--- src/rtl/game_flow_ctrl.sv ---
// game_flow_ctrl: flow controller for a two-level shooting game.
// Handles the start switch, the game tick, shot accounting, scoring, and the
// QI -> QGAME_1 -> QGAME_2 -> QDONE progression.
// Optional level timer: define GAME_TIMEOUT_EN to enable time_left and the
// time-out loss. Without it, time_left is 0 and levels have no time limit.
module game_flow_ctrl #(
  parameter int TICK_DIV        = 2097152,
  parameter int SHOTS_PER_LEVEL = 10,
  parameter int LEVEL_TICKS     = 255
) (
  input  logic       board_clk,
  input  logic       reset,
  input  logic       start,
  input  logic       fire_req,
  input  logic       hit_valid,
  input  logic       bullet_done,
  input  logic       all_hit,
  output logic [1:0] state,
  output logic       game_tick,
  output logic       objects_reset,
  output logic       fire_grant,
  output logic       bullet_active,
  output logic [3:0] shots_left,
  output logic [3:0] score,
  output logic       win,
  output logic [7:0] time_left
);

  localparam int            TW         = $clog2(TICK_DIV);
  localparam logic [TW-1:0] TICK_LAST  = TW'(TICK_DIV - 1);
  localparam logic [3:0]    SHOTS_INIT = 4'(SHOTS_PER_LEVEL);

  // Reject out-of-range configurations at elaboration.
  if (TICK_DIV < 2 || SHOTS_PER_LEVEL < 1 || SHOTS_PER_LEVEL > 15 ||
      LEVEL_TICKS < 1 || LEVEL_TICKS > 255) begin : g_bad_params
    $error("game_flow_ctrl: parameter out of range");
  end

  typedef enum logic [1:0] {
    QI      = 2'b00,
    QGAME_1 = 2'b01,
    QGAME_2 = 2'b10,
    QDONE   = 2'b11
  } state_t;

  state_t        state_reg, state_next;
  logic          start_meta, start_sync, start_prev, start_edge;
  logic [TW-1:0] tick_reg, tick_next;
  logic [3:0]    shots_reg, shots_next, score_reg, score_next;
  logic          bullet_reg, bullet_next, win_reg, win_next;
  logic          grant_reg, grant_next, objrst_reg, objrst_next;
  logic          in_game, next_in_game, time_out;

`ifdef GAME_TIMEOUT_EN
  localparam logic [7:0] TIME_INIT = 8'(LEVEL_TICKS);
  logic [7:0] time_reg, time_next;

  assign time_out  = (time_reg == 8'd0);
  assign time_left = time_reg;

  // Level timer register.
  always_ff @(posedge board_clk or posedge reset) begin
    if (reset) time_reg <= 8'd0;
    else       time_reg <= time_next;
  end
`else
  assign time_out  = 1'b0;
  assign time_left = 8'd0;
`endif

  // The switch is asynchronous: two flops, then a third to find the rising edge.
  always_ff @(posedge board_clk or posedge reset) begin
    if (reset) begin
      start_meta <= 1'b0;
      start_sync <= 1'b0;
      start_prev <= 1'b0;
    end else begin
      start_meta <= start;
      start_sync <= start_meta;
      start_prev <= start_sync;
    end
  end

  assign start_edge   = start_sync & ~start_prev;
  assign in_game      = (state_reg == QGAME_1) || (state_reg == QGAME_2);
  assign next_in_game = (state_next == QGAME_1) || (state_next == QGAME_2);
  assign game_tick    = in_game && (tick_reg == TICK_LAST);

  // State and game-bookkeeping registers.
  always_ff @(posedge board_clk or posedge reset) begin
    if (reset) begin
      state_reg  <= QI;
      tick_reg   <= '0;
      shots_reg  <= 4'd0;
      score_reg  <= 4'd0;
      bullet_reg <= 1'b0;
      win_reg    <= 1'b0;
      grant_reg  <= 1'b0;
      objrst_reg <= 1'b0;
    end else begin
      state_reg  <= state_next;
      tick_reg   <= tick_next;
      shots_reg  <= shots_next;
      score_reg  <= score_next;
      bullet_reg <= bullet_next;
      win_reg    <= win_next;
      grant_reg  <= grant_next;
      objrst_reg <= objrst_next;
    end
  end

  // Next state: level transitions take priority over shot and hit bookkeeping.
  always_comb begin
    state_next  = state_reg;
    shots_next  = shots_reg;
    score_next  = score_reg;
    bullet_next = bullet_reg;
    win_next    = win_reg;
    grant_next  = 1'b0;
    objrst_next = 1'b0;
`ifdef GAME_TIMEOUT_EN
    time_next   = time_reg;
`endif
    case (state_reg)
      QI: begin
        if (start_edge) begin
          state_next  = QGAME_1;
          objrst_next = 1'b1;
          shots_next  = SHOTS_INIT;
          score_next  = 4'd0;
          bullet_next = 1'b0;
`ifdef GAME_TIMEOUT_EN
          time_next   = TIME_INIT;
`endif
        end
      end
      QGAME_1, QGAME_2: begin
        if (all_hit && !bullet_reg) begin
          if (state_reg == QGAME_1) begin
            state_next  = QGAME_2;
            objrst_next = 1'b1;
            shots_next  = SHOTS_INIT;
`ifdef GAME_TIMEOUT_EN
            time_next   = TIME_INIT;
`endif
          end else begin
            state_next = QDONE;
            win_next   = 1'b1;
          end
        end else if ((shots_reg == 4'd0 && !bullet_reg) || time_out) begin
          state_next = QDONE;
          win_next   = 1'b0;
        end else begin
          if (game_tick && fire_req && !bullet_reg && shots_reg != 4'd0) begin
            grant_next  = 1'b1;
            shots_next  = shots_reg - 4'd1;
            bullet_next = 1'b1;
          end
          // A simultaneous bullet_done adds nothing beyond the hit.
          if (bullet_reg && hit_valid) begin
            bullet_next = 1'b0;
            if (score_reg != 4'd15) score_next = score_reg + 4'd1;
          end else if (bullet_reg && bullet_done) begin
            bullet_next = 1'b0;
          end
`ifdef GAME_TIMEOUT_EN
          if (game_tick && time_reg != 8'd0) time_next = time_reg - 8'd1;
`endif
        end
      end
      QDONE: begin
        if (start_edge) begin
          state_next = QI;
          score_next = 4'd0;
          win_next   = 1'b0;
        end
      end
      default: state_next = QI;
    endcase
  end

  // Tick counter: idle outside play, restarted at every level entry.
  always_comb begin
    tick_next = tick_reg + TW'(1);
    if (!next_in_game || objrst_next || tick_reg == TICK_LAST) tick_next = '0;
  end

  assign state         = state_reg;
  assign objects_reset = objrst_reg;
  assign fire_grant    = grant_reg;
  assign bullet_active = bullet_reg;
  assign shots_left    = shots_reg;
  assign score         = score_reg;
  assign win           = win_reg;

endmodule

--- config.mk ---
export PLATFORM = sky130hd
export DESIGN_NAME = game_flow_ctrl
export DESIGN_NICKNAME = d
export VERILOG_FILES = /design/src/rtl/game_flow_ctrl.sv
export SDC_FILE = /design/constraint.sdc
export NUM_CORES = 1
export LEC_CHECK = 0
export CAP_MARGIN = 25
export CORE_MARGIN = 1
export CORE_UTILIZATION = 49
export DETAILED_ROUTE_END_ITERATION = 8
export PLACE_DENSITY_LB_ADDON = 0.25
export SLEW_MARGIN = 40
export SYNTH_ARGS = -nofsm -noshare
export SYNTH_HDL_FRONTEND = slang
export SYNTH_SLANG_ARGS = --single-unit
--- constraint.sdc ---
create_clock -name board_clk -period 2.1 [get_ports board_clk]
set_input_delay 0.315 -clock board_clk [delete_from_list [all_inputs] [get_ports board_clk]]
set_output_delay 0.315 -clock board_clk [all_outputs]
set_load 0.01 [all_outputs]
==> results of run 1 <==
cells by family (layout without fill, tap and decap cells):
family | count (synthesis) | count (layout) | share of synthesized area [%]
AND/OR/NAND/NOR | 97 | 97 | 28.4
flip-flops | 38 | 38 | 43.8
buffers and inverters | 25 | 76 | 6.46
XOR/XNOR | 23 | 23 | 9.29
AO/OA/AOI/OAI | 22 | 22 | 7.50
adder cells (fa/ha/maj) | 6 | 6 | 3.46
multiplexers | 2 | 2 | 0.923
other | 1 | 8 | 0.173
power by group:
part | internal [mW] | leakage (nW) | total (mW) | switching [mW]
logic | 1.33 | 0.649 | 2.65 | 1.32
clock network | 0.349 | 0.0579 | 0.607 | 0.257
registers | 0.794 | 0.505 | 0.838 | 0.0444
placed cells by master, fill, tap and decap left out, types with 2 or more instances in the layout:
cell / synthesis / layout
sky130_fd_sc_hd__dfrtp_1: 38 / 37
sky130_fd_sc_hd__buf_4: 10 / 32
sky130_fd_sc_hd__clkdlybuf4s50_1: 0 / 20
sky130_fd_sc_hd__nor2_1: 16 / 16
sky130_fd_sc_hd__nand2_1: 13 / 13
sky130_fd_sc_hd__xnor2_1: 14 / 13
sky130_fd_sc_hd__nor3_4: 0 / 12
sky130_fd_sc_hd__nand3_1: 11 / 11
sky130_fd_sc_hd__nor3_2: 21 / 10
sky130_fd_sc_hd__inv_1: 10 / 9
sky130_fd_sc_hd__xor2_1: 9 / 9
sky130_fd_sc_hd__conb_1: 1 / 8
sky130_fd_sc_hd__nand4_1: 6 / 6
sky130_fd_sc_hd__nor4_1: 6 / 5
sky130_fd_sc_hd__nor3_1: 6 / 5
sky130_fd_sc_hd__clkbuf_8: 0 / 5
sky130_fd_sc_hd__and3_1: 4 / 4
sky130_fd_sc_hd__ha_1: 6 / 4
sky130_fd_sc_hd__nand3b_1: 3 / 3
sky130_fd_sc_hd__a21oi_1: 3 / 3
sky130_fd_sc_hd__nand2b_1: 4 / 3
sky130_fd_sc_hd__a21o_1: 3 / 3
sky130_fd_sc_hd__o21ai_0: 3 / 3
sky130_fd_sc_hd__buf_12: 0 / 3
sky130_fd_sc_hd__nor3b_4: 0 / 2
sky130_fd_sc_hd__mux2i_1: 2 / 2
sky130_fd_sc_hd__o211ai_1: 2 / 2
sky130_fd_sc_hd__clkinv_2: 0 / 2
sky130_fd_sc_hd__clkbuf_16: 0 / 2
worst max-delay path by stage:
| stage | from | end | cells after the start |
|---|---|---|---|
| after floorplan | state[1] | tick_reg[10] | 8 |
| after global placement | all_hit | tick_reg[15] | 7 |
| after detailed placement | all_hit | tick_reg[3] | 7 |
| after CTS | tick_reg[1] | game_tick | 5 |
| after global routing | state[0] | tick_reg[0] | 11 |
| final | state[0] | tick_reg[0] | 11 |
final cells by class:
cell class | instances | share of cell area, %
multi-input cells | 158 | 42.2
flip-flops and latches | 38 | 32.0
repair buffers | 58 | 18.9
clock buffers | 5 | 2.31
well taps | 50 | 2.10
clock inverters | 3 | 1.34
inverters | 10 | 1.26
metal layers:
layer	vias to the layer above	share of wire, %
li1	859	-
met4	0	1.6
met1	817	46
met3	8	3.7
met2	40	49
met5	-	0
what timing repair did:
item | 4_1_cts | 5_1_grt
gates resized for setup | 5 | 19
setup endpoints to repair | 3 | 23
pin swaps | 3 | 25
gates cloned | 0 | 2
buffers inserted | 0 | 10
hold endpoints to repair | 0 | 0
==> impl_metrics.prom, run 1 <==
# TYPE chip_impl_metric gauge
chip_impl_info{name="outcome",value="complete, but fails checks"} 1
chip_impl_info{name="violations_in_the_final_reports",value="negative setup slack"} 1
chip_impl_metric{name="finalClockSkew",unit="ns"} 0.0102
chip_impl_info{name="synth_largest_area_cell",value="sky130_fd_sc_hd__dfrtp_1"} 1
chip_impl_metric{name="power_leakage",unit="nW"} 1.21
chip_impl_metric{name="multi_input_comb_area",unit="sq um"} 1260
chip_impl_metric{name="ys_warn_count",unit=""} 0
chip_impl_metric{name="dr_total_vias",unit=""} 1724
chip_impl_metric{name="detailed_place.area",unit="sq um"} 2620
chip_impl_metric{name="finalInstanceArea",unit="sq um"} 2980
chip_impl_metric{name="routed_wirelength",unit="um"} 4610
chip_impl_metric{name="place_congestion",unit=""} 0.872
chip_impl_metric{name="timing.critical_path.buf_inv",unit=""} 5
chip_impl_metric{name="regToRegSetupSlack",unit="ns"} -0.07
chip_impl_metric{name="grt_start_max_net_pins",unit=""} 39
chip_impl_metric{name="ff2ff_path_depth",unit=""} 11
chip_impl_metric{name="inserted_clock_buffers",unit=""} 5
chip_impl_metric{name="ios",unit=""} 30
chip_impl_metric{name="fin_tns_setup",unit="ns"} -1.01
chip_impl_metric{name="slew_violations",unit=""} 0
chip_impl_metric{name="synth-seq-area-share",unit="%"} 43.8
chip_impl_metric{name="antenna_violations_before_repair",unit=""} 0
chip_impl_info{name="clock-root-buffer",value="sky130_fd_sc_hd__clkbuf_8"} 1
chip_impl_metric{name="yosys_register_bits",unit=""} 38
chip_impl_metric{name="vias_per_cell",unit=""} 5.35
chip_impl_metric{name="detail_route.iter0.violations",unit=""} 98
chip_impl_metric{name="post_synth_instance_area",unit="sq um"} 2170
chip_impl_metric{name="groute.usage.overall",unit="%"} 21.4
chip_impl_info{name="hold_ep",value="start_sync"} 1
chip_impl_metric{name="fmax",unit="MHz"} 462
chip_impl_info{name="worstReg2RegStart",value="state[0]"} 1
chip_impl_metric{name="final_core_utilization",unit="%"} 72.4
chip_impl_metric{name="worst_skew_pair.late_latency",unit="ns"} 0.29
chip_impl_info{name="crit_family",value="buffers and inverters"} 1
chip_impl_info{name="worst_hold_path_type",value="flop to flop"} 1
chip_impl_info{name="cts_tree",value="done"} 1
chip_impl_metric{name="cts_buffer_depth",unit=""} 2
chip_impl_metric{name="grt_first_pass_wirelength",unit="um"} 7310
chip_impl_metric{name="global_route_met2_utilization",unit="%"} 35.2
chip_impl_info{name="endpoint_kind",value="flop"} 1
chip_impl_metric{name="n_antenna_cell",unit=""} 0
chip_impl_metric{name="dp_slack",unit="ns"} -0.0582
chip_impl_metric{name="timing.final.hold_violations",unit=""} 0
chip_impl_metric{name="largest_register_ff_count",unit=""} 21
chip_impl_metric{name="timing.critical_path.required",unit="ns"} 2.31
chip_impl_metric{name="die_w",unit="um"} 68.5
chip_impl_info{name="synth_top_cells_by_count",value="38 x sky130_fd_sc_hd__dfrtp_1, 21 x sky130_fd_sc_hd__nor3_2, 16 x sky130_fd_sc_hd__nor2_1, 14 x sky130_fd_sc_hd__xnor2_1, 13 x sky130_fd_sc_hd__nand2_1"} 1
chip_impl_metric{name="final.period_utilization",unit="%"} 103
chip_impl_info{name="worstReg2RegEnd",value="tick_reg[0]"} 1
chip_impl_metric{name="fillerInstances",unit=""} 315
chip_impl_metric{name="core_footprint",unit="sq um"} 4120
chip_impl_metric{name="yosysTopAreaCellShare",unit="%"} 43.8
chip_impl_info{name="hold_path_startpoint",value="start_meta"} 1
chip_impl_metric{name="buffer_ports.inserted",unit=""} 21
chip_impl_info{name="crit_path_top_delay_cell",value="sky130_fd_sc_hd__dfrtp_2"} 1
chip_impl_metric{name="final-setup-viol-count",unit=""} 21
chip_impl_metric{name="wl_per_cell",unit="um"} 14.3
chip_impl_metric{name="critPathMaxFanout",unit=""} 7
chip_impl_metric{name="globalRouteMet3Util",unit="%"} 4.93
chip_impl_metric{name="number_of_enable_type_register_cells_in_the_synthesized_netlist",unit=""} 0
chip_impl_info{name="peak_usage_layer_in_the_global_routing_report",value="met2"} 1
chip_impl_metric{name="detail_route.first_pass.iterations",unit=""} 4
chip_impl_info{name="setup_repair_after_global_routing_missed_its_margin",value="yes"} 1
chip_impl_info{name="synth_flop_cell",value="sky130_fd_sc_hd__dfrtp_1"} 1
chip_impl_info{name="worstSetupStartpointType",value="flop"} 1
chip_impl_metric{name="postCtsHoldBufs",unit=""} 0
chip_impl_info{name="library_cell_with_the_highest_instance_count_after_synthesis",value="sky130_fd_sc_hd__dfrtp_1"} 1
chip_impl_metric{name="cts_max_level",unit=""} 2
chip_impl_metric{name="initial_core_util",unit="%"} 52.7
chip_impl_metric{name="peakVddDrop",unit="mV"} 1.12
chip_impl_metric{name="min_cycle_time_layout",unit="ns"} 2.17
chip_impl_metric{name="ant_nets",unit=""} 0
chip_impl_metric{name="final.setup.worst_slack",unit="ns"} -0.0657
chip_impl_info{name="yosys-top-cells-area",value="sky130_fd_sc_hd__dfrtp_1 44%, sky130_fd_sc_hd__nor3_2 9.7%, sky130_fd_sc_hd__xnor2_1 5.7%"} 1
chip_impl_metric{name="max_stage_delay",unit="ns"} 0.43
chip_impl_metric{name="grt_pass1_vias",unit=""} 1623
chip_impl_metric{name="final_hpwl_dp",unit="um"} 2970
chip_impl_metric{name="maxCapViolations",unit=""} 0
chip_impl_metric{name="cts.sinks",unit=""} 38
chip_impl_metric{name="async_flop_share",unit="%"} 100
chip_impl_metric{name="grtUsageMet1",unit="%"} 27.8
chip_impl_metric{name="instance_count_after_placement_with_tap_cells_included",unit=""} 302
chip_impl_metric{name="cts.reportedPaths.clkPinSlew",unit="ns"} 0.08
chip_impl_metric{name="synth_area_per_cell",unit="sq um"} 10.1
chip_impl_metric{name="fp.dieH",unit="um"} 68.5
chip_impl_metric{name="area.growth.synth_to_final",unit="%"} 37.3
chip_impl_metric{name="sequential_cell_area",unit="sq um"} 952
chip_impl_metric{name="synthDistinctLibCells",unit=""} 44
chip_impl_metric{name="post_route_cells_drive_above_1_share",unit="%"} 30.5
chip_impl_metric{name="fin_cells",unit=""} 322
chip_impl_metric{name="hold_depth",unit=""} 0
chip_impl_metric{name="post-layout-total-power",unit="mW"} 4.10
chip_impl_metric{name="synth_cells",unit=""} 214
chip_impl_metric{name="num-nets-final",unit=""} 284
chip_impl_metric{name="rows",unit=""} 23
chip_impl_info{name="cp_cell_sequence",value="inv_2 > ha_4 > buf_12 > nand2b_4 > or2_2 > o211ai_1 > buf_4 > xnor2_2 > buf_4 > buf_12 > nor3_4"} 1
chip_impl_metric{name="fin_worst_hold_slack",unit="ns"} 0.350
chip_impl_metric{name="cellPowerDensity",unit="nW/um^2"} 1380
chip_impl_metric{name="cp.arrival",unit="ns"} 2.38
chip_impl_metric{name="area_of_the_die",unit="sq um"} 4700
chip_impl_metric{name="drt_drc_violations_left",unit=""} 0
chip_impl_info{name="crit_type",value="flop to flop"} 1
chip_impl_metric{name="grt_overflow_total",unit=""} 0
No activity file was read; power rests on OpenSTA's default activity.
==> run 2: changes to the inputs <==
--- a/config.mk
+++ b/config.mk
@@ -10,6 +10,7 @@
 export CORE_UTILIZATION = 49
 export DETAILED_ROUTE_END_ITERATION = 8
 export PLACE_DENSITY_LB_ADDON = 0.25
+export SKIP_LAST_GASP = 1
 export SLEW_MARGIN = 40
 export SYNTH_ARGS = -nofsm -noshare
 export SYNTH_HDL_FRONTEND = slang
==> impl_metrics.prom, run 2 (synthesis gave the netlist of run 1 again) <==
# TYPE chip_impl_metric gauge
chip_impl_metric{name="dp_slack",unit="ns"} -0.0582
chip_impl_metric{name="cellPowerDensity",unit="nW/um^2"} 1350
chip_impl_metric{name="min_cycle_time_layout",unit="ns"} 2.10
chip_impl_metric{name="detailed_place.area",unit="sq um"} 2620
chip_impl_metric{name="groute.usage.overall",unit="%"} 21.4
chip_impl_metric{name="rows",unit=""} 23
chip_impl_metric{name="antenna_violations_before_repair",unit=""} 0
chip_impl_metric{name="place_congestion",unit=""} 0.872
chip_impl_metric{name="slew_violations",unit=""} 0
chip_impl_metric{name="grt_pass1_vias",unit=""} 1623
chip_impl_metric{name="fin_tns_setup",unit="ns"} -0.00269
chip_impl_metric{name="cp.arrival",unit="ns"} 2.31
chip_impl_metric{name="dr_total_vias",unit=""} 1726
chip_impl_metric{name="global_route_met2_utilization",unit="%"} 35.2
chip_impl_info{name="crit_type",value="flop to flop"} 1
chip_impl_metric{name="detail_route.first_pass.iterations",unit=""} 4
chip_impl_metric{name="detail_route.iter0.violations",unit=""} 108
chip_impl_metric{name="fillerInstances",unit=""} 323
chip_impl_metric{name="power.combinational.fraction",unit="%"} 63.5
chip_impl_metric{name="max_stage_delay",unit="ns"} 0.43
chip_impl_metric{name="vias_per_cell",unit=""} 5.36
chip_impl_info{name="peak_usage_layer_in_the_global_routing_report",value="met2"} 1
chip_impl_metric{name="die_w",unit="um"} 68.5
chip_impl_metric{name="globalRouteMet3Util",unit="%"} 4.93
chip_impl_metric{name="n_antenna_cell",unit=""} 0
chip_impl_metric{name="maxCapViolations",unit=""} 0
chip_impl_metric{name="instance_count_after_placement_with_tap_cells_included",unit=""} 302
chip_impl_metric{name="grt_overflow_total",unit=""} 0
chip_impl_info{name="clock-root-buffer",value="sky130_fd_sc_hd__clkbuf_8"} 1
chip_impl_metric{name="critPathMaxFanout",unit=""} 8
chip_impl_metric{name="cts_max_level",unit=""} 2
chip_impl_info{name="cp_cell_sequence",value="inv_2 > ha_4 > and4bb_2 > a2111oi_4 > a311oi_2 > xnor2_2 > buf_4 > buf_12 > nor3_4"} 1
chip_impl_info{name="layout_common_cells",value="37 x sky130_fd_sc_hd__dfrtp_1, 32 x sky130_fd_sc_hd__buf_4, 20 x sky130_fd_sc_hd__clkdlybuf4s50_1"} 1
chip_impl_metric{name="core_footprint",unit="sq um"} 4120
chip_impl_metric{name="ant_nets",unit=""} 0
chip_impl_metric{name="final.setup.worst_slack",unit="ns"} -0.00161
chip_impl_metric{name="timing.final.hold_violations",unit=""} 0
chip_impl_metric{name="worst_skew_pair.late_latency",unit="ns"} 0.29
chip_impl_info{name="violations_in_the_final_reports",value="negative setup slack"} 1
chip_impl_metric{name="cts.reportedPaths.clkPinSlew",unit="ns"} 0.08
chip_impl_metric{name="p_seq_share",unit="%"} 21.2
chip_impl_metric{name="largest_register_ff_count",unit=""} 21
chip_impl_metric{name="post_route_cells_drive_above_1_share",unit="%"} 30.5
chip_impl_metric{name="switching_share",unit="%"} 37.7
chip_impl_metric{name="fp.dieH",unit="um"} 68.5
chip_impl_metric{name="final-setup-viol-count",unit=""} 2
chip_impl_metric{name="drt_drc_violations_left",unit=""} 0
chip_impl_metric{name="num-nets-final",unit=""} 284
chip_impl_info{name="crit_path_top_delay_cell",value="sky130_fd_sc_hd__dfrtp_2"} 1
chip_impl_metric{name="initial_core_util",unit="%"} 52.7
chip_impl_metric{name="routed_wirelength",unit="um"} 4550
chip_impl_metric{name="power_leakage",unit="nW"} 1.21
chip_impl_info{name="outcome",value="complete, but fails checks"} 1
chip_impl_metric{name="fmax",unit="MHz"} 476
chip_impl_metric{name="cts.sinks",unit=""} 38
chip_impl_metric{name="area.growth.synth_to_final",unit="%"} 35.4
chip_impl_metric{name="final_hpwl_dp",unit="um"} 2970
chip_impl_metric{name="grt_first_pass_wirelength",unit="um"} 7310
chip_impl_metric{name="intPower",unit="mW"} 2.46
chip_impl_metric{name="inserted_clock_buffers",unit=""} 5
chip_impl_metric{name="net-switching-power",unit="mW"} 1.49
chip_impl_metric{name="grt_start_max_net_pins",unit=""} 39
chip_impl_metric{name="postCtsHoldBufs",unit=""} 0
chip_impl_metric{name="grtUsageMet1",unit="%"} 27.8
chip_impl_metric{name="buffer_ports.inserted",unit=""} 21
chip_impl_info{name="worstSetupStartpointType",value="flop"} 1
chip_impl_metric{name="peakVddDrop",unit="mV"} 0.974
chip_impl_metric{name="maxSlewHeadroom",unit="%"} 65.7
chip_impl_metric{name="finalInstanceArea",unit="sq um"} 2940
chip_impl_metric{name="timing.critical_path.required",unit="ns"} 2.31
chip_impl_metric{name="ios",unit=""} 30
chip_impl_metric{name="clock_power_share",unit="%"} 15.3
chip_impl_metric{name="finalClockSkew",unit="ns"} 0.0107
chip_impl_info{name="layout.cells.most_common",value="sky130_fd_sc_hd__dfrtp_1"} 1
chip_impl_metric{name="wl_per_cell",unit="um"} 14.1
chip_impl_metric{name="final.period_utilization",unit="%"} 100
chip_impl_metric{name="cts_buffer_depth",unit=""} 2
chip_impl_info{name="setup_repair_after_global_routing_missed_its_margin",value="yes"} 1
chip_impl_info{name="cts_tree",value="done"} 1
chip_impl_metric{name="fin_cells",unit=""} 322
chip_impl_info{name="worst_hold_path_type",value="flop to flop"} 1
chip_impl_metric{name="area_of_the_die",unit="sq um"} 4700
chip_impl_info{name="endpoint_kind",value="flop"} 1
chip_impl_metric{name="worstMarginPinSlew",unit="ns"} 0.502
==> run 2: layout make-up <==
class	instances	area, sq um	share of cell area [%]
Multi-Input combinational cell	158	1210	41.4
Tap cell	50	62.6	2.13
Clock buffer	5	68.8	2.34
Inverter	10	37.5	1.28
Clock inverter	3	40.0	1.36
Sequential cell	38	952	32.4
Timing Repair Buffer	58	561	19.1
==> run 2: what timing repair did <==
item | 4_1_cts | 5_1_grt
gates resized for setup | 4 | 14
pin swaps | 3 | 15
buffers inserted | 0 | 10
endpoints found under the setup margin | 3 | 23
gates cloned | 0 | 2
==> run 2: through the flow <==
stage,hold slack [ns],total power [mW],utilization [%]
CTS,0.354,3.20,66.5
finish,0.348,3.95,71.4
detailed placement,0.349,2.58,63.6
global route,0.363,4.17,71.4
floorplan,0.331,1.89,-
global placement,0.348,2.58,63.6
==> run 2: critical path, delay by kind of cell, from the launching register on <==
| kind | cells | cell delay [ns] |
|---|---|---|
| and+or+nand+nor | 2 | 0.44 |
| DFF | 1 | 0.43 |
| buffers and inverters | 3 | 0.38 |
| AOI/OAI and AO/OA | 2 | 0.35 |
| adders and majority gates | 1 | 0.30 |
| xor gates and xnor gates | 1 | 0.12 |
==> run 2: final timing paths <==
path / start / end / slack (ns) / depth (start not counted)
max: state[0] / tick_reg[3] / -0.002 / 9
max reg2reg: state[0] / tick_reg[3] / -0.002 / 9
min: start_meta / start_sync / 0.35 / 0
max in group asynchronous: reset / state[0] / 1.31 / 3
min in group asynchronous: reset / tick_reg[8] / 0.43 / 3
min reg2reg: start_meta / start_sync / 0.35 / 0
==> run 2: power by group through the flow <==
stage,sequential (mW),clock [mW],combinational [mW]
2_1_floorplan,0.869,0,1.02
3_3_place_gp,0.845,0,1.74
3_5_place_dp,0.846,0,1.73
4_1_cts,0.832,0.625,1.75
5_1_grt,0.846,0.650,2.67
6_report,0.838,0.606,2.51
==> run 2: layer usage <==
metal	up-vias	share of wire, %
met5	-	0
met4	0	1.6
met3	8	4.2
met2	44	50
met1	822	44
li1	852	-
==> run 3: changes to the inputs <==
--- a/config.mk
+++ b/config.mk
@@ -7,7 +7,8 @@
 export LEC_CHECK = 0
 export CAP_MARGIN = 25
 export CORE_MARGIN = 1
-export CORE_UTILIZATION = 49
+export CORE_UTILIZATION = 50
+export CTS_CLUSTER_SIZE = 16
 export DETAILED_ROUTE_END_ITERATION = 8
 export PLACE_DENSITY_LB_ADDON = 0.25
 export SKIP_LAST_GASP = 1
==> constraint.sdc (replaced) <==
create_clock -name board_clk -period 2.3 [get_ports board_clk]
set_input_delay 0.345 -clock board_clk [delete_from_list [all_inputs] [get_ports board_clk]]
set_output_delay 0.345 -clock board_clk [all_outputs]
set_load 0.05 [all_outputs]
==> impl_metrics.prom, run 3 (synthesis gave the netlist of run 1 again) <==
# TYPE chip_impl_metric gauge
chip_impl_info{name="cts_tree",value="done"} 1
chip_impl_metric{name="grt_first_pass_wirelength",unit="um"} 6990
chip_impl_metric{name="dp_slack",unit="ns"} 0.127
chip_impl_metric{name="final-setup-viol-count",unit=""} 0
chip_impl_metric{name="initial_core_util",unit="%"} 53.1
chip_impl_metric{name="cts.reportedPaths.clkPinSlew",unit="ns"} 0.08
chip_impl_metric{name="worstMarginPinSlew",unit="ns"} 0.589
chip_impl_metric{name="detail_route.first_pass.iterations",unit=""} 4
chip_impl_info{name="crit_type",value="flop to flop"} 1
chip_impl_metric{name="place_congestion",unit=""} 0.842
chip_impl_metric{name="final_core_utilization",unit="%"} 63.5
chip_impl_metric{name="grt_pass1_vias",unit=""} 1469
chip_impl_metric{name="critPathMaxFanout",unit=""} 21
chip_impl_metric{name="cts.sinks",unit=""} 38
chip_impl_info{name="worstReg2RegEnd",value="tick_reg[3]"} 1
chip_impl_metric{name="buffer_ports.inserted",unit=""} 21
chip_impl_metric{name="groute.usage.overall",unit="%"} 21.0
chip_impl_metric{name="num-nets-final",unit=""} 256
chip_impl_metric{name="power_leakage",unit="nW"} 1.06
chip_impl_metric{name="final_hpwl_dp",unit="um"} 2840
chip_impl_metric{name="cts_max_level",unit=""} 2
chip_impl_metric{name="fp.dieH",unit="um"} 67.9
chip_impl_metric{name="multi_input_comb_area",unit="sq um"} 1130
chip_impl_info{name="outcome",value="completed"} 1
chip_impl_metric{name="ff2ff_path_depth",unit=""} 9
chip_impl_metric{name="fin_cells",unit=""} 294
chip_impl_metric{name="postCtsHoldBufs",unit=""} 0
chip_impl_metric{name="maxSlewHeadroom",unit="%"} 60.4
chip_impl_info{name="clock-root-buffer",value="sky130_fd_sc_hd__clkbuf_8"} 1
chip_impl_info{name="cp_cell_sequence",value="inv_1 > ha_4 > buf_4 > nand2b_1 > or2_2 > o211ai_1 > xnor2_2 > buf_12 > nor3_1"} 1
chip_impl_metric{name="slew_violations",unit=""} 0
chip_impl_info{name="crit_start",value="state[0]"} 1
chip_impl_metric{name="drt_drc_violations_left",unit=""} 0
chip_impl_metric{name="vias_per_cell",unit=""} 5.46
chip_impl_metric{name="fillerInstances",unit=""} 347
chip_impl_metric{name="cts_buffer_depth",unit=""} 2
chip_impl_metric{name="regToRegSetupSlack",unit="ns"} 0.14
chip_impl_metric{name="instance_count_after_placement_with_tap_cells_included",unit=""} 286
chip_impl_metric{name="n_antenna_cell",unit=""} 0
chip_impl_metric{name="worst_skew_pair.late_latency",unit="ns"} 0.29
chip_impl_metric{name="area_of_the_die",unit="sq um"} 4610
chip_impl_metric{name="grt_start_max_net_pins",unit=""} 39
chip_impl_metric{name="timing.final.hold_violations",unit=""} 0
chip_impl_metric{name="cp.arrival",unit="ns"} 2.33
chip_impl_metric{name="finalInstanceArea",unit="sq um"} 2600
chip_impl_metric{name="inserted_clock_buffers",unit=""} 5
chip_impl_info{name="crit_path_top_delay_cell",value="sky130_fd_sc_hd__dfrtp_2"} 1
chip_impl_info{name="worstSetupStartpointType",value="flop"} 1
chip_impl_metric{name="sequential_cell_area",unit="sq um"} 956
chip_impl_metric{name="detailed_place.area",unit="sq um"} 2480
chip_impl_metric{name="finalClockSkew",unit="ns"} 0.00617
chip_impl_metric{name="ant_nets",unit=""} 0
chip_impl_info{name="worst_hold_path_type",value="flop to flop"} 1
chip_impl_info{name="layout.cells.most_common",value="sky130_fd_sc_hd__dfrtp_1"} 1
chip_impl_metric{name="wl_per_cell",unit="um"} 13.8
chip_impl_metric{name="routed_wirelength",unit="um"} 4060
chip_impl_info{name="worst_setup_path_endpoint",value="tick_reg[3]"} 1
chip_impl_metric{name="peakVddDrop",unit="mV"} 0.804
chip_impl_metric{name="rows",unit=""} 23
chip_impl_metric{name="largest_register_ff_count",unit=""} 21
chip_impl_metric{name="final.period_utilization",unit="%"} 93.8
chip_impl_metric{name="cellPowerDensity",unit="nW/um^2"} 1060
chip_impl_metric{name="die_w",unit="um"} 67.9
chip_impl_metric{name="post_route_cells_drive_above_1_share",unit="%"} 20.9
chip_impl_info{name="worstReg2RegStart",value="state[0]"} 1
chip_impl_info{name="endpoint_kind",value="flop"} 1
chip_impl_metric{name="maxCapViolations",unit=""} 0
chip_impl_metric{name="area.growth.synth_to_final",unit="%"} 19.7
chip_impl_metric{name="detail_route.iter0.violations",unit=""} 112
chip_impl_metric{name="fin_tns_setup",unit="ns"} 0
chip_impl_metric{name="ios",unit=""} 30
chip_impl_metric{name="dr_total_vias",unit=""} 1604
chip_impl_info{name="layout_common_cells",value="34 x sky130_fd_sc_hd__dfrtp_1, 21 x sky130_fd_sc_hd__nor3_2, 20 x sky130_fd_sc_hd__clkdlybuf4s50_1"} 1
chip_impl_metric{name="core_footprint",unit="sq um"} 4090
chip_impl_metric{name="min_cycle_time_layout",unit="ns"} 2.16
chip_impl_metric{name="fmax",unit="MHz"} 464
chip_impl_metric{name="timing.critical_path.required",unit="ns"} 2.47
chip_impl_metric{name="antenna_violations_before_repair",unit=""} 0
chip_impl_metric{name="grt_overflow_total",unit=""} 0
chip_impl_metric{name="fin_worst_hold_slack",unit="ns"} 0.354
chip_impl_metric{name="post-layout-total-power",unit="mW"} 2.76
chip_impl_info{name="setup_repair_after_global_routing_missed_its_margin",value="no"} 1
chip_impl_metric{name="max_stage_delay",unit="ns"} 0.41
chip_impl_metric{name="final.setup.worst_slack",unit="ns"} 0.143
## run 3: cell types whose count changed in the layout (fill, tap and decap cells not counted), moves of 2 or more
cell | previous run | this run
sky130_fd_sc_hd__nor3_4 | 5 | 0
sky130_fd_sc_hd__inv_2 | 2 | 0
sky130_fd_sc_hd__dfrtp_1 | 37 | 34
sky130_fd_sc_hd__clkbuf_16 | 2 | 0
sky130_fd_sc_hd__nor3_2 | 17 | 21
sky130_fd_sc_hd__inv_1 | 8 | 10
sky130_fd_sc_hd__buf_4 | 32 | 8
sky130_fd_sc_hd__dfrtp_2 | 1 | 4
sky130_fd_sc_hd__nor3b_4 | 2 | 0
## run 3: cell type report
class	instances	share of cell area, %
tap	50	2.41
inverter	10	1.45
sequential	38	36.8
clock buffer	5	2.65
multi-input combinational	158	43.6
clock inverter	3	1.54
timing repair buffer	30	11.6
## run 3: worst min-delay path by stage
stage	endpoint	startpoint	cells after the start	slack, ns
after floorplan	start_sync	start_meta	0	0.33
after global placement	start_sync	start_meta	0	0.34
after detailed placement	start_sync	start_meta	0	0.34
after CTS	start_sync	start_meta	0	0.36
after global routing	start_sync	start_meta	0	0.36
final	start_sync	start_meta	0	0.35
## run 3: timing repair
action / in CTS / in global routing
gates resized for setup: 0 / 1
endpoints found under the setup margin: 0 / 1
setup buffers: 0 / 0
## run 3: power by group
part	total (mW)	switching [mW]	internal, mW
sequential	0.770	0.0441	0.726
combinational	1.44	0.912	0.525
clock	0.550	0.231	0.319
## run 3: metal layers
layer | vias up | share of wire (%) | global-route usage, %
met5 | - | 0 | 0
met4 | 0 | 1.5 | 7.03
met3 | 5 | 4.3 | 5.00
met2 | 38 | 45 | 33.3
met1 | 768 | 49 | 28.2
li1 | 793 | - | -
## run 3: critical path, delay by kind of cell (launching register included)
family / cells / cell delay, ns
and+or+nand+nor: 3 / 0.47
AOI/OAI and AO/OA: 1 / 0.19
DFF: 1 / 0.41
xor gates and xnor gates: 1 / 0.18
buffers and inverters: 3 / 0.48
adders and majority gates: 1 / 0.31
